$ cat src/rtl/clock_pkg.sv
// Shared definitions for the calendar sequencing controller.
// Latency: n/a (types, constants and a pure BCD helper).
// Backpressure: n/a.
package clock_pkg;

  // Controller states; the encoding doubles as the set_field value.
  typedef enum logic [1:0] {
    ST_RUN       = 2'd0,
    ST_SET_DAY   = 2'd1,
    ST_SET_MONTH = 2'd2,
    ST_SET_YEAR  = 2'd3
  } cal_state_e;

  // set_field encodings
  localparam logic [1:0] SF_NONE  = 2'd0;
  localparam logic [1:0] SF_DAY   = 2'd1;
  localparam logic [1:0] SF_MONTH = 2'd2;
  localparam logic [1:0] SF_YEAR  = 2'd3;

  // cnt_inc bit indices
  localparam int INC_DAY   = 0;
  localparam int INC_MONTH = 1;
  localparam int INC_YEAR  = 2;

  // cal_data nibble positions (LSB of each BCD digit)
  localparam int DAY_U_LSB = 28;
  localparam int DAY_T_LSB = 24;
  localparam int MON_U_LSB = 20;
  localparam int MON_T_LSB = 16;
  localparam int YR_U_LSB  = 12;
  localparam int YR_T_LSB  = 8;

  // Two BCD digits to binary; 8 bits so illegal digits cannot overflow.
  function automatic logic [7:0] bcd2bin(input logic [3:0] tens, input logic [3:0] units);
    return ({4'b0000, tens} * 8'd10) + {4'b0000, units};
  endfunction

endpackage

$ cat src/rtl/cal_month_len.sv
// Decodes the calendar Data word into last-day-of-month, December and leap flags.
// Latency: purely combinational.
// Backpressure: none.
module cal_month_len
  import clock_pkg::*;
(
  input  logic [31:0] cal_data_i,
  output logic        is_last_day_o,
  output logic        is_dec_o,
  output logic        is_leap_o
);

  logic [7:0] day;
  logic [7:0] month;
  logic [7:0] year;
  logic [7:0] last_day;
  logic       cal_const_unused;

  // Low byte of Data is a constant and carries no date information.
  assign cal_const_unused = ^cal_data_i[7:0];

  // BCD to binary, leap rule (year 00 counts as leap) and month length
  always_comb begin
    day      = bcd2bin(cal_data_i[DAY_T_LSB +: 4], cal_data_i[DAY_U_LSB +: 4]);
    month    = bcd2bin(cal_data_i[MON_T_LSB +: 4], cal_data_i[MON_U_LSB +: 4]);
    year     = bcd2bin(cal_data_i[YR_T_LSB +: 4],  cal_data_i[YR_U_LSB +: 4]);
    is_leap_o = (year[1:0] == 2'b00);
    case (month)
      8'd1, 8'd3, 8'd5, 8'd7, 8'd8, 8'd10, 8'd12: last_day = 8'd31;
      8'd2:    last_day = is_leap_o ? 8'd29 : 8'd28;
      default: last_day = 8'd30;
    endcase
    is_last_day_o = (day == last_day);
    is_dec_o      = (month == 8'd12);
  end

endmodule

$ cat src/rtl/calendar_ctrl.sv
// Chains midnight carries into day/month/year pulses and runs date-set mode.
// Latency: event sampled on edge N -> cnt_inc high N+1..N+2; next pulse no earlier than edge N+4.
// Backpressure: events inside the guard window (or ticks during set mode) are held one-deep.
// Optional feature macro: CAL_CTRL_BLINK_EN (builds the set-field blink counter).
module calendar_ctrl
  import clock_pkg::*;
#(
  parameter int TIMEOUT_CYCLES = 500_000_000,
  parameter int BLINK_HALF     = 25_000_000
) (
  input  logic        Clk,
  input  logic        Reset_n,
  input  logic        day_tick,
  input  logic        key_mode,
  input  logic        key_inc,
  input  logic [31:0] cal_data,
  output logic [2:0]  cnt_inc,
  output logic [1:0]  set_field,
  output logic        blink
);

  localparam int TW = (TIMEOUT_CYCLES > 1) ? $clog2(TIMEOUT_CYCLES) : 1;
  localparam logic [TW-1:0] TO_LAST = TW'(TIMEOUT_CYCLES - 1);

  cal_state_e  state_q;
  logic [1:0]  set_field_q;
  logic [TW-1:0] to_q;
  logic        to_expire;

  logic [2:0]  cnt_inc_q, cnt_inc_d;
  logic [1:0]  guard_q, guard_d;
  logic        tick_pend_q, tick_pend_d;
  logic [2:0]  inc_pend_q, inc_pend_d;
  logic [2:0]  field_mask;
  logic        guard_clr, issue_tick, issue_inc;

  logic        is_last_day, is_dec;
  // Leap is already folded into is_last_day; the flag is exported for other users.
  logic        leap_unused;

  cal_month_len u_month_len (
    .cal_data_i    (cal_data),
    .is_last_day_o (is_last_day),
    .is_dec_o      (is_dec),
    .is_leap_o     (leap_unused)
  );

  // Idle timeout fires only when no key arrives in the same cycle
  assign to_expire = (state_q != ST_RUN) && !key_mode && !key_inc && (to_q == TO_LAST);

  // Mode FSM with registered field select and set-mode idle timeout
  always_ff @(posedge Clk) begin
    if (!Reset_n) begin
      state_q     <= ST_RUN;
      set_field_q <= SF_NONE;
      to_q        <= '0;
    end else if (key_mode) begin
      to_q <= '0;
      case (state_q)
        ST_RUN:       begin state_q <= ST_SET_DAY;   set_field_q <= SF_DAY;   end
        ST_SET_DAY:   begin state_q <= ST_SET_MONTH; set_field_q <= SF_MONTH; end
        ST_SET_MONTH: begin state_q <= ST_SET_YEAR;  set_field_q <= SF_YEAR;  end
        default:      begin state_q <= ST_RUN;       set_field_q <= SF_NONE;  end
      endcase
    end else if (state_q != ST_RUN) begin
      if (key_inc) begin
        to_q <= '0;
      end else if (to_expire) begin
        state_q     <= ST_RUN;
        set_field_q <= SF_NONE;
        to_q        <= '0;
      end else begin
        to_q <= to_q + TW'(1);
      end
    end
  end

  // Pulse arbitration: guard spacing, one-deep pendings, tick before inc
  always_comb begin
    field_mask = 3'b000;
    case (state_q)
      ST_SET_DAY:   field_mask[INC_DAY]   = 1'b1;
      ST_SET_MONTH: field_mask[INC_MONTH] = 1'b1;
      ST_SET_YEAR:  field_mask[INC_YEAR]  = 1'b1;
      default:      ;
    endcase

    guard_clr  = (guard_q == 2'd0);
    issue_tick = guard_clr && tick_pend_q && (state_q == ST_RUN);
    issue_inc  = guard_clr && !issue_tick && (inc_pend_q != 3'b000);

    cnt_inc_d = 3'b000;
    if (issue_tick) begin
      cnt_inc_d[INC_DAY]   = 1'b1;
      cnt_inc_d[INC_MONTH] = is_last_day;
      cnt_inc_d[INC_YEAR]  = is_last_day && is_dec;
    end else if (issue_inc) begin
      cnt_inc_d = inc_pend_q;
    end

    // Two blocked edges after a pulse: calendar counts, then Data settles.
    if (cnt_inc_d != 3'b000)  guard_d = 2'd2;
    else if (!guard_clr)      guard_d = guard_q - 2'd1;
    else                      guard_d = 2'd0;

    tick_pend_d = day_tick || (tick_pend_q && !issue_tick);

    if (key_inc && !key_mode && (state_q != ST_RUN)) inc_pend_d = field_mask;
    else if (issue_inc)                               inc_pend_d = 3'b000;
    else                                              inc_pend_d = inc_pend_q;
  end

  // Registered pulse output, guard counter and pendings
  always_ff @(posedge Clk) begin
    if (!Reset_n) begin
      cnt_inc_q   <= 3'b000;
      guard_q     <= 2'd0;
      tick_pend_q <= 1'b0;
      inc_pend_q  <= 3'b000;
    end else begin
      cnt_inc_q   <= cnt_inc_d;
      guard_q     <= guard_d;
      tick_pend_q <= tick_pend_d;
      inc_pend_q  <= inc_pend_d;
    end
  end

  // Gate with reset so a pulse is never seen while reset is held.
  assign cnt_inc   = cnt_inc_q & {3{Reset_n}};
  assign set_field = set_field_q;

`ifdef CAL_CTRL_BLINK_EN
  localparam int BW = (BLINK_HALF > 1) ? $clog2(BLINK_HALF) : 1;
  localparam logic [BW-1:0] BLINK_LAST = BW'(BLINK_HALF - 1);

  logic [BW-1:0] blink_cnt_q;
  logic          blink_q;

  // Blink half-period counter; restarts visible on state change or increment
  always_ff @(posedge Clk) begin
    if (!Reset_n) begin
      blink_cnt_q <= '0;
      blink_q     <= 1'b0;
    end else if (key_mode || to_expire || (key_inc && (state_q != ST_RUN)) || (state_q == ST_RUN)) begin
      blink_cnt_q <= '0;
      blink_q     <= 1'b0;
    end else if (blink_cnt_q == BLINK_LAST) begin
      blink_cnt_q <= '0;
      blink_q     <= ~blink_q;
    end else begin
      blink_cnt_q <= blink_cnt_q + BW'(1);
    end
  end

  assign blink = blink_q;
`else
  localparam int blink_half_unused = BLINK_HALF;
  assign blink = 1'b0;
`endif

endmodule

$ cat config.mk
export PLATFORM = sky130hd
export DESIGN_NAME = calendar_ctrl
export DESIGN_NICKNAME = d
export VERILOG_FILES = /design/src/rtl/clock_pkg.sv /design/src/rtl/cal_month_len.sv /design/src/rtl/calendar_ctrl.sv
export SDC_FILE = /design/constraint.sdc
export NUM_CORES = 1
export LEC_CHECK = 0
export CAP_MARGIN = 20
export CORE_UTILIZATION = 30
export DETAILED_ROUTE_END_ITERATION = 6
export PLACE_DENSITY_LB_ADDON = 0.25
export SLEW_MARGIN = 20
export SYNTH_ARGS = -nofsm -noshare
export SYNTH_HDL_FRONTEND = slang
export SYNTH_SLANG_ARGS = --single-unit
$ cat constraint.sdc
create_clock -name Clk -period 2.7 [get_ports Clk]
set_input_delay 0.27 -clock Clk [delete_from_list [all_inputs] [get_ports Clk]]
set_output_delay 0.27 -clock Clk [all_outputs]
set_load 0.05 [all_outputs]
Word level (Yosys, flattened, before mapping)
Index checks and enable logic that the tools add are counted.

Bitwise gates (word level): 2. Add/sub/neg operators: 5. Equality and inequality tests: 14. Multiply operators: 3. Reduce and logical (&&, ||, !) cells: 28. Muxes and demuxes: 18.

Operator list (count): $mux 29 (2); $add 29x1->29 const B (1); $eq 29x29->1 const B (1); $eq 8x4->1 const B (3); $add 8x4->8 (2); $eq 8x2->1 const B (2); $eq 8x3->1 const B (2); $pmux 8 s2 (1); $mul 4x3->7 const B (2); $mux 2 (6); $mux 3 (4); $logic_and 1x1->1 (11); $eq 8x1->1 const B (1); $eq 8x8->1 (1); $reduce_bool 2->1 (4); $reduce_or 7->1 (1); $logic_not 2->1 (3); $pmux 2 s3 (1); $reduce_bool 3->1 (2); $eq 2x2->1 const B (2); $mul 4x3->1 const B (1); $mux 1 (4); $and 3x3->3 (1); $logic_not 1->1 (3); other kinds (9) (9).

Register bits after elaboration: 40. Word-level logic and storage cells: 77.

Depth between registers and ports, before layout
Gate-level depths: netlist of the first run.

Word-level depth: 10. Depth in mapped cells: 10. Depth with buffers taken out: 9.

Hierarchy
A second synthesis of the first run with hierarchy kept.

Cell total of the unflattened synthesis: 293. Area, all modules: 2568.7 µm².

By module, submodules not included: calendar_ctrl (area each 1961.9 µm², cells an instance 225, seq. area each 800.8 µm², times used 1); cal_month_len (area each 606.8 µm², cells an instance 68, seq. area each 0.0 µm², times used 1).

Worst setup path before layout of the first run
Ideal clock, no wire load.

Path kind: input port to flip-flop. Start: in cal_data[17]. End: reg cnt_inc_q[1]. Buffers on the path: 0. Setup slack: 0.197 ns. Stages: 9. Setup time: 0.120 ns. Arrival: 2.383 ns. Cell sequence: ha_1 ha_1 fa_1 nand2_1 or4_1 a21oi_1 a211oi_2 nor2b_1 o31a_1.

Cells in the longest elaborated chain, start to end: 7. Elaborated cells between the ends (all ways): 14. Those cells by class: add/sub (1); mul (1); eq/ne (9); mux (2); reduce/logical (1).

Ends and longest elaborated chain: start: declaration (line calendar_ctrl.sv:16) `input logic [31:0] cal_data,`; $mul 4x3->7 (*) (line clock_pkg.sv:35) `return ({4'b0000, tens} * 8'd10) + {4'b0000, units};`; $add 8x4->8 (*) (line clock_pkg.sv:35); $eq 8x4->1, or another cell as far along (line cal_month_len.sv:28) `case (month)`; $reduce_or 7->1 (line cal_month_len.sv:28); $pmux 8 s2 (*) (line cal_month_len.sv:28); $eq 8x8->1 (*) (line cal_month_len.sv:33) `is_last_day_o = (day == last_day);`; $mux 3 (*) (line calendar_ctrl.sv:93) `if (issue_tick) begin`; end signal: assignment (line calendar_ctrl.sv:121) `cnt_inc_q <= cnt_inc_d;`; end: declaration (line calendar_ctrl.sv:30) `logic [2:0] cnt_inc_q, cnt_inc_d;`.

Mark *: on every way between the ends. The rest lies on a longest branch, timed or not. A chain may end at the register's enable or synchronous reset.

Final worst setup path of the first run
Start: in cal_data[16]. End: reg cnt_inc_q[1].

Same word-level chain as after synthesis.

==> results of run 1 <==
-- area by class of cell --
| cell class | instances | area [µm²] |
|---|---|---|
| Clock buffer | 7 | 86.3 |
| Tap cell | 105 | 131 |
| Multi-Input combinational cell | 251 | 1730 |
| Timing Repair Buffer | 53 | 468 |
| Clock inverter | 1 | 7.51 |
| Fill cell | 835 | 4970 |
| Inverter | 7 | 26.3 |
| Sequential cell | 40 | 801 |
-- cell usage after synthesis (2+ instances only) --
library cell	number	area (µm²)
a211o_1	2	17.5
a211oi_1	2	15.0
a21boi_0	2	15.0
a21o_1	7	52.6
a21oi_1	20	100
a22oi_1	3	22.5
a41oi_1	2	17.5
and2_1	10	62.6
and3_1	2	12.5
and3b_1	2	17.5
and4_1	2	17.5
clkbuf_1	7	26.3
dfxtp_1	40	801
fa_1	4	80.1
ha_1	19	238
inv_1	7	26.3
nand2_1	35	131
nand2b_1	3	18.8
nand3_1	12	60.1
nand4_1	9	56.3
nand4b_1	2	17.5
nor2_1	29	109
nor2b_1	8	50.1
nor3_1	8	40.0
nor3b_1	2	15.0
nor4b_1	3	26.3
nor4bb_1	2	20.0
o211ai_1	2	15.0
o21a_1	2	15.0
o21ai_0	12	60.1
or3_1	9	56.3
or4_1	2	15.0
xnor2_1	9	78.8
xor2_1	13	114
-- metrics by stage --
step	cells	hold slack, ns
6_report	464	0.473
5_1_grt	464	0.494
3_5_place_dp	454	0.462
2_1_floorplan	309	0.398
4_1_cts	464	0.473
3_3_place_gp	454	0.455
-- power breakdown --
part           leakage (nW)  internal (W)  switching [W]
sequential            0.323      0.000597     0.00000700
clock                0.0445      0.000208       0.000218
combinational         0.823      0.000153       0.000159
-- timing repair --
item,in CTS,in global routing
pin swaps,6,4
resized for setup,7,10
endpoints found under the setup margin,1,2
buffers inserted,2,0
-- how the worst min path moves through the flow --
| stage | startpoint | endpoint | slack, ns | cells past startpoint |
|---|---|---|---|---|
| final | to_q[1] | to_q[1] | 0.47 | 2 |
| after global routing | to_q[1] | to_q[1] | 0.49 | 2 |
| after CTS | to_q[1] | to_q[1] | 0.47 | 2 |
| after detailed placement | to_q[1] | to_q[1] | 0.46 | 2 |
| after global placement | to_q[1] | to_q[1] | 0.45 | 2 |
| after floorplan | Reset_n | tick_pend_q | 0.40 | 1 |
-- layer usage --
layer	GRT usage (%)	vias up	wire, µm
met2	22.9	59	2640
met1	18.1	1050	2730
met3	3.07	9	334
li1	-	1191	-
met4	3.85	0	65
met5	0	-	0
-- flip-flops by register name, summed over array words and instances, names as in the netlist --
signal,flops
set_field,2
guard_q,2
to_q,29
inc_pend_q,3
cnt_inc_q,3
tick_pend_q,1
-- cell families (layout without fill, tap and decap cells) --
logic type	count (synthesis)	after routing
DFF	40	40
other	1	1
xor gates and xnor gates	22	22
AOI/OAI and AO/OA	60	60
buffers and inverters	18	68
adders and majority gates	23	23
and+or+nand+nor	145	145
-- critical path: cells and delay by family --
kind / cells / cell delay [ns]
fa+ha+maj: 3 / 0.94
buf+inv: 1 / 0.42
simple gates: 3 / 0.72
compound gates: 3 / 0.45
==> results.yml, run 1 <==
timing:
  skew_ns: 0.00892
  fin_setup_tns_ns: 0
  setup_ws_ns: 0.0874
  max_slew_margin_pct: 64.6
  setup_viol: 0
  hold_violations: 0
  fin_crit_sh_pct: 96.8
  tightest_slew_ns: 0.530
  min_period_ns: 2.61
  max_freq_mhz: 383
  slew_viol_final: 0
critical_path:
  cp_max_fo: 3
  crit_slowest_cell: "fa_2"
  cp-end-kind: "register"
  setup.worst_path.start_class: "input port"
  required_ns: 2.90
  cp.arrival_ns: 2.81
  cpMostUsedCell: "ha_2"
  path_cells: "clkdlybuf4s50_1, ha_2, ha_2, fa_2, nand2_2, or4_4, a21oi_4, a211oi_4, nor2b_2, o31a_1"
  worst-r2r-cell-count: 8
  crit_type: "in -> reg"
  crit_start: "cal_data[16]"
  cpPeakStageDelay_ns: 0.56
  r2r_slack_ns: 0.58
  r2r_end: "to_q[18]"
  crit_end: "cnt_inc_q[1]"
  r2r-start: "set_field[0]"
yosys:
  ys_seq_elements: 40
  synth_compound_area_share_pct: 14.9
  synthAdderAreaFrac_pct: 12.5
  synth_top_flop_cell: "dfxtp_1"
  synth-xor-area-share_pct: 7.56
  netlist_area_um2: 2550
  synth-seq-area-share_pct: 31.4
  yosys_warnings: 0
  synth_cells: 309
  synth_simple_gate_area_share_pct: 30.3
  syn_avg_cell_area_um2: 8.25
  muxShareOfSynthArea_pct: 0
  synth-edff-count: 0
  synth_nets: 369
  synth_top_family_by_area: "simple AND/OR/NAND/NOR gates"
  ys_async_sr_fraction_pct: 0
  ys_types: 50
grt:
  grt_max_degree: 15
  grt_pass1_wl_mm: 9.99
  grt_pass1_vias: 2252
  grtUsageTotal_pct: 13.9
  gr-total-overflow: 0
  antenna_found_initial: 0
floorplan:
  fp-row-count: 33
  num_io_pins: 43
  die_h_um: 94.2
  dieArea_um2: 8870
  coreArea_um2: 8220
  die_w_um: 94.2
  initial_utilization_pct: 31.0
run_status:
  status: "complete, no violations"
cells_and_area:
  finish.utilization_pct: 39.5
  mostFrequentLayoutCells: "40 x dfxtp_1, 34 x nand2_1, 29 x nor2_1"
  diodes: 0
  drive_gt1_share_pct: 13.4
  layout_commonest_cell: "dfxtp_1"
  area_growth_pct: 27.4
  nNetsFinal: 418
  design_area_um2: 3250
cts:
  path_clk_slew_ns: 0.08
  cts_tree: "done"
  h-tree-depth: 2
  clk_latency_ns: 0.30
  clockBufferDepth: 2
  root_buffer: "clkbuf_8"
  clock-sinks: 40
  cts_hold_buf: 0
  cts_made_buffers: 5
placement:
  gp_congestion: 0.787
  portBuffers: 28
  place_ws_ns: -0.363
  dp_hpwl_mm: 4.41
  postPlaceCellArea_um2: 3080
pwr:
  power_w: 0.00134
  power_density_nw_per_um2: 413
  p_leak_nw: 1.19
  ir_drop_uv: 170
detailed_routing:
  drc_errors: 0
  wl_per_cell_um: 12.4
  dr_total_vias: 2309
  wl_mm: 5.77
  ant_nets: 0
  vias_per_cell: 4.98
  drt_iter0_markers: 74
  firstDrtPassIters: 4
hold_path:
  hp-class: "reg -> reg"
run:
  max-cap-violations: 0
Note: power is estimated with default switching activity, not from simulation.
==> run 2: changes to the inputs <==
==> constraint.sdc (replaced) <==
create_clock -name Clk -period 2.7 [get_ports Clk]
set_input_delay 0.27 -clock Clk [delete_from_list [all_inputs] [get_ports Clk]]
set_output_delay 0.27 -clock Clk [all_outputs]
set_load 0.01 [all_outputs]
==> run 2 against run 1 <==
Compared with the run above: global-route usage fell by 0.061 points; power fell by 3.1%; utilization fell by 0.47 points; clock-buffer cell count fell by 2; sequential cell count did not move; sequential power barely moved; clock skew barely moved; worst setup slack improved by 0.052 ns; sequential share of layout area rose by 0.30 points; combinational power fell by 7.7%; final cell count fell by 0.86%; clock power fell by 4%; critical path type unchanged.
==> results.yml, run 2 (synthesis gave the netlist of run 1 again) <==
run_status:
  status: "complete, no violations"
pwr:
  p_leak_nw: 1.18
  ir_drop_uv: 186
  total_switching_power_w: 0.000375
  seqPwrFrac_pct: 46.4
  p_clk_share_pct: 31.4
  p_int_w: 0.000924
  pwr-share-comb_pct: 22.1
  power_density_nw_per_um2: 405
  swShare_pct: 28.9
critical_path:
  cp.depth: 10
  critPathTopFamily: "adder cells"
  cp-end-kind: "register"
  crit_buf_inv: 1
  cp_max_fo: 4
  r2r_slack_ns: 0.59
  worst-r2r-cell-count: 8
  required_ns: 2.90
  r2r-start: "set_field[0]"
  setup.worst_path.start_class: "input port"
  crit_end: "cnt_inc_q[1]"
  cp.arrival_ns: 2.76
  crit_slowest_cell: "fa_2"
  r2r_end: "to_q[14]"
  cpPeakStageDelay_ns: 0.55
  path_cells: "clkdlybuf4s50_1, ha_1, ha_2, fa_2, nand2_1, or4_4, a21oi_4, a211oi_4, nor2b_1, o31a_1"
  crit_type: "in -> reg"
  crit_start: "cal_data[16]"
cells_and_area:
  area_growth_pct: 25.9
  reg_top3: "to_q (29), cnt_inc_q (3), inc_pend_q (3)"
  layout_commonest_cell: "dfxtp_1"
  largest-register: "to_q"
  drive_gt1_share_pct: 11.5
  largest_reg_flops: 29
  design_area_um2: 3210
  mostFrequentLayoutCells: "40 x dfxtp_1, 35 x nand2_1, 29 x nor2_1"
  fill_cells: 824
  nNetsFinal: 414
  diodes: 0
timing:
  setup_ws_ns: 0.140
  fin_setup_tns_ns: 0
  max_slew_margin_pct: 65.2
  setup_viol: 0
  fin_crit_sh_pct: 94.8
  tightest_slew_ns: 0.521
  min_period_ns: 2.56
  max_freq_mhz: 391
  rsz0062_at_grt: "no"
  hold_violations: 0
  slew_viol_final: 0
  skew_ns: 0.00869
cts:
  path_clk_slew_ns: 0.09
  h-tree-depth: 2
  cts_hold_buf: 0
  cts_made_buffers: 5
  clk_latency_ns: 0.30
  root_buffer: "clkbuf_8"
  cts_tree: "done"
  clock-sinks: 40
  clockBufferDepth: 2
floorplan:
  fp-row-count: 33
  dieArea_um2: 8870
  initial_utilization_pct: 31.0
  num_io_pins: 43
  die_h_um: 94.2
  die_w_um: 94.2
  coreArea_um2: 8220
detailed_routing:
  firstDrtPassIters: 4
  wl_per_cell_um: 12.2
  drt_iter0_markers: 72
  dr_total_vias: 2260
  ant_nets: 0
  vias_per_cell: 4.91
  wl_mm: 5.61
  drc_errors: 0
grt:
  gr-total-overflow: 0
  grt_pass1_vias: 2095
  grtUsageTotal_pct: 13.9
  grt_pass1_wl_mm: 9.76
  antenna_found_initial: 0
  grt_max_degree: 18
placement:
  dp_hpwl_mm: 4.23
  place_ws_ns: -0.376
  gp_congestion: 0.795
  portBuffers: 28
  postPlaceCellArea_um2: 3060
hold_path:
  hold_start: "to_q[1]"
  hp-class: "reg -> reg"
run:
  max-cap-violations: 0
run 2: final cells by class:
cell class	count	area, µm²	share of cell area, %
flip-flops and latches	40	801	25.0
clock inverters	3	23.8	0.741
inverters	7	26.3	0.819
clock buffers	5	68.8	2.15
well taps	105	131	4.10
repair buffers	49	443	13.8
multi-input cells	251	1710	53.4
run 2: worst reg2reg max path, cell delays in order, from the launching register on:
cell and delay, ns:
dfxtp_1 0.36, inv_1 0.10, ha_1 0.40, nor3b_2 0.08
buf_4 0.17, a41oi_1 0.24, nand2_1 0.17, or3_1 0.38
a21oi_1 0.14
run 2: routing by layer:
metal / routed length (µm) / share of wire [%] / GRT usage [%]
met1: 2850 / 51 / 18.4
met2: 2480 / 44 / 22.3
met3: 219 / 3.9 / 2.99
met4: 63 / 1.1 / 4.23
met5: 0 / 0 / 0
run 2: power by group through the flow:
stage / Sequential [W] / Clock, W / Combinational (W)
final: 0.000603 / 0.000408 / 0.000288
after global routing: 0.000605 / 0.000451 / 0.000324
after CTS: 0.000604 / 0.000423 / 0.000276
after detailed placement: 0.000617 / 0 / 0.000272
after global placement: 0.000617 / 0 / 0.000270
after floorplan: 0.000617 / 0 / 0.000155
run 2: through the flow:
stage	util [%]	instances	hold WS, ns	power [W]
after floorplan	-	309	0.398	0.000772
after global placement	37.2	451	0.457	0.000887
after detailed placement	37.2	451	0.467	0.000890
after CTS	38.4	459	0.480	0.00130
after global routing	39.0	460	0.499	0.00138
final	39.0	460	0.480	0.00130
run 2: repair_timing:
action,in CTS,in global routing
cloned,0,0
resized for setup,3,10
pin swaps,6,5
endpoints found under the setup margin,1,1
setup buffers,0,1
run 2: worst min path at each step:
stage          slack [ns]     endpoint  cells after the start
3_5_place_dp         0.47      to_q[1]                      2
5_1_grt              0.50      to_q[1]                      2
2_1_floorplan        0.40  tick_pend_q                      1
6_report             0.48      to_q[1]                      2
4_1_cts              0.48      to_q[1]                      2
3_3_place_gp         0.46      to_q[1]                      2
==> run 3: changes to the inputs <==
- CAP_MARGIN: 20 -> default
- SETUP_SLACK_MARGIN: default -> 0.15
==> run 3 against run 2 <==
Compared with the run above: register-to-register slack about the same; sequential power hardly changed; global-route usage grew 0.085 points; clock skew is essentially flat; largest cell class unchanged; highest routed layer unchanged; power is 0.69% higher; combinational power up 3%; design area up 0.35%; critical path depth shrank 2; sequential cell count unchanged; die area unchanged.
==> results.yml, run 3 (synthesis gave the netlist of run 1 again) <==
cts:
  clock-sinks: 40
  cts_made_buffers: 5
  h-tree-depth: 2
  cts_hold_buf: 0
  clk_latency_ns: 0.30
  path_clk_slew_ns: 0.09
  root_buffer: "clkbuf_8"
  cts_tree: "done"
  clockBufferDepth: 2
cells_and_area:
  largest_reg_flops: 29
  final_cells: 460
  fill_cells: 824
  reg_top3: "to_q (29), cnt_inc_q (3), inc_pend_q (3)"
  diodes: 0
  mostFrequentLayoutCells: "40 x dfxtp_1, 35 x nand2_1, 29 x nor2_1"
  drive_gt1_share_pct: 13.0
  design_area_um2: 3220
  largest-register: "to_q"
  layout_commonest_cell: "dfxtp_1"
  nNetsFinal: 414
  regArea_um2: 801
  multi_input_area_um2: 1730
  area_growth_pct: 26.3
timing:
  min_period_ns: 2.48
  slew_viol_final: 0
  skew_ns: 0.00913
  max_freq_mhz: 403
  rsz0062_at_grt: "no"
  max_slew_margin_pct: 64.7
  tightest_slew_ns: 0.528
  fin_crit_sh_pct: 91.9
  finalHoldWorstSlack_ns: 0.479
  setup_ws_ns: 0.218
  hold_violations: 0
  setup_viol: 0
  fin_setup_tns_ns: 0
pwr:
  ir_drop_uv: 186
  power_density_nw_per_um2: 406
  p_leak_nw: 1.17
hold_path:
  hp-class: "reg -> reg"
  whs_path_depth: 2
floorplan:
  fp-row-count: 33
  coreArea_um2: 8220
  die_w_um: 94.2
  initial_utilization_pct: 31.0
  dieArea_um2: 8870
  num_io_pins: 43
  die_h_um: 94.2
detailed_routing:
  drt_iter0_markers: 82
  ant_nets: 0
  vias_per_cell: 4.88
  wl_per_cell_um: 12.4
  firstDrtPassIters: 4
  wl_mm: 5.70
  dr_total_vias: 2246
  drc_errors: 0
critical_path:
  cp_max_fo: 3
  cp-end-kind: "register"
  crit_type: "in -> reg"
  r2r_slack_ns: 0.60
  cp.arrival_ns: 2.68
  required_ns: 2.90
  worst-r2r-cell-count: 8
  setup.worst_path.start_class: "input port"
run:
  max-cap-violations: 0
placement:
  postPlaceCellArea_um2: 3060
  place_ws_ns: -0.376
  gp_congestion: 0.795
  dp_hpwl_mm: 4.23
  portBuffers: 28
  dp_cells: 451
run_status:
  status: "complete, no violations"
grt:
  grt_max_degree: 18
  grt_pass1_wl_mm: 9.81
  grt_pass1_vias: 2094
  grtUsageTotal_pct: 14.0
  antenna_found_initial: 0
  gr-total-overflow: 0
-- run 3: cell types whose count changed in the layout (fill, tap and decap cells not counted), sizes merged --
cell           delta
dlygate4sd2       +3
dlymetal6s2s      -1
clkdlybuf4s50     -2
-- run 3: worst max-delay path: stages --
cell and delay (ns):
dlygate4sd2_1 0.25, ha_1 0.34, ha_4 0.18, fa_2 0.43
or4_4 0.56, a211oi_4 0.30, a21oi_2 0.08, o31a_1 0.27
-- run 3: per-stage QoR --
stage               utilization, %  power, W
floorplan                        -  0.000772
global placement              37.2  0.000887
detailed placement            37.2  0.000890
CTS                           38.6   0.00131
global route                  39.2   0.00139
finish                        39.2   0.00131
-- run 3: layer usage --
metal | wire [µm] | share of wire (%) | up-vias | GRT usage [%]
met5 | 0 | 0 | - | 0
met4 | 63 | 1.1 | 0 | 4.23
met3 | 231 | 4.0 | 6 | 2.99
met2 | 2520 | 44 | 35 | 22.4
met1 | 2890 | 51 | 1021 | 18.6
li1 | - | - | 1184 | -
-- run 3: report_power, final --
part	internal, W	total, W	switching (W)
Sequential	0.000596	0.000603	0.00000695
Clock	0.000183	0.000409	0.000226
Combinational	0.000149	0.000296	0.000147
Total	0.000929	0.00131	0.000380
-- run 3: worst paths after layout --
| check | startpoint | end |
|---|---|---|
| worst max-delay path | cal_data[17] | cnt_inc_q[1] |
| worst min-delay path | to_q[1] | to_q[1] |
| worst min register to register | to_q[1] | to_q[1] |
| worst max register to register | set_field[0] | to_q[14] |
-- run 3: final cells by class --
class	instances	share of cell area, %
clock buffer	5	2.14
clock inverter	3	0.738
inverter	7	0.816
multi-input combinational	251	53.8
sequential	40	24.9
tap	105	4.08
timing repair buffer	49	13.6
-- run 3: repair_timing --
item                                    CTS  global route
gates resized for setup                  10            11
endpoints found under the setup margin    2             2
setup buffers                             0             1
pin swaps                                 8             6
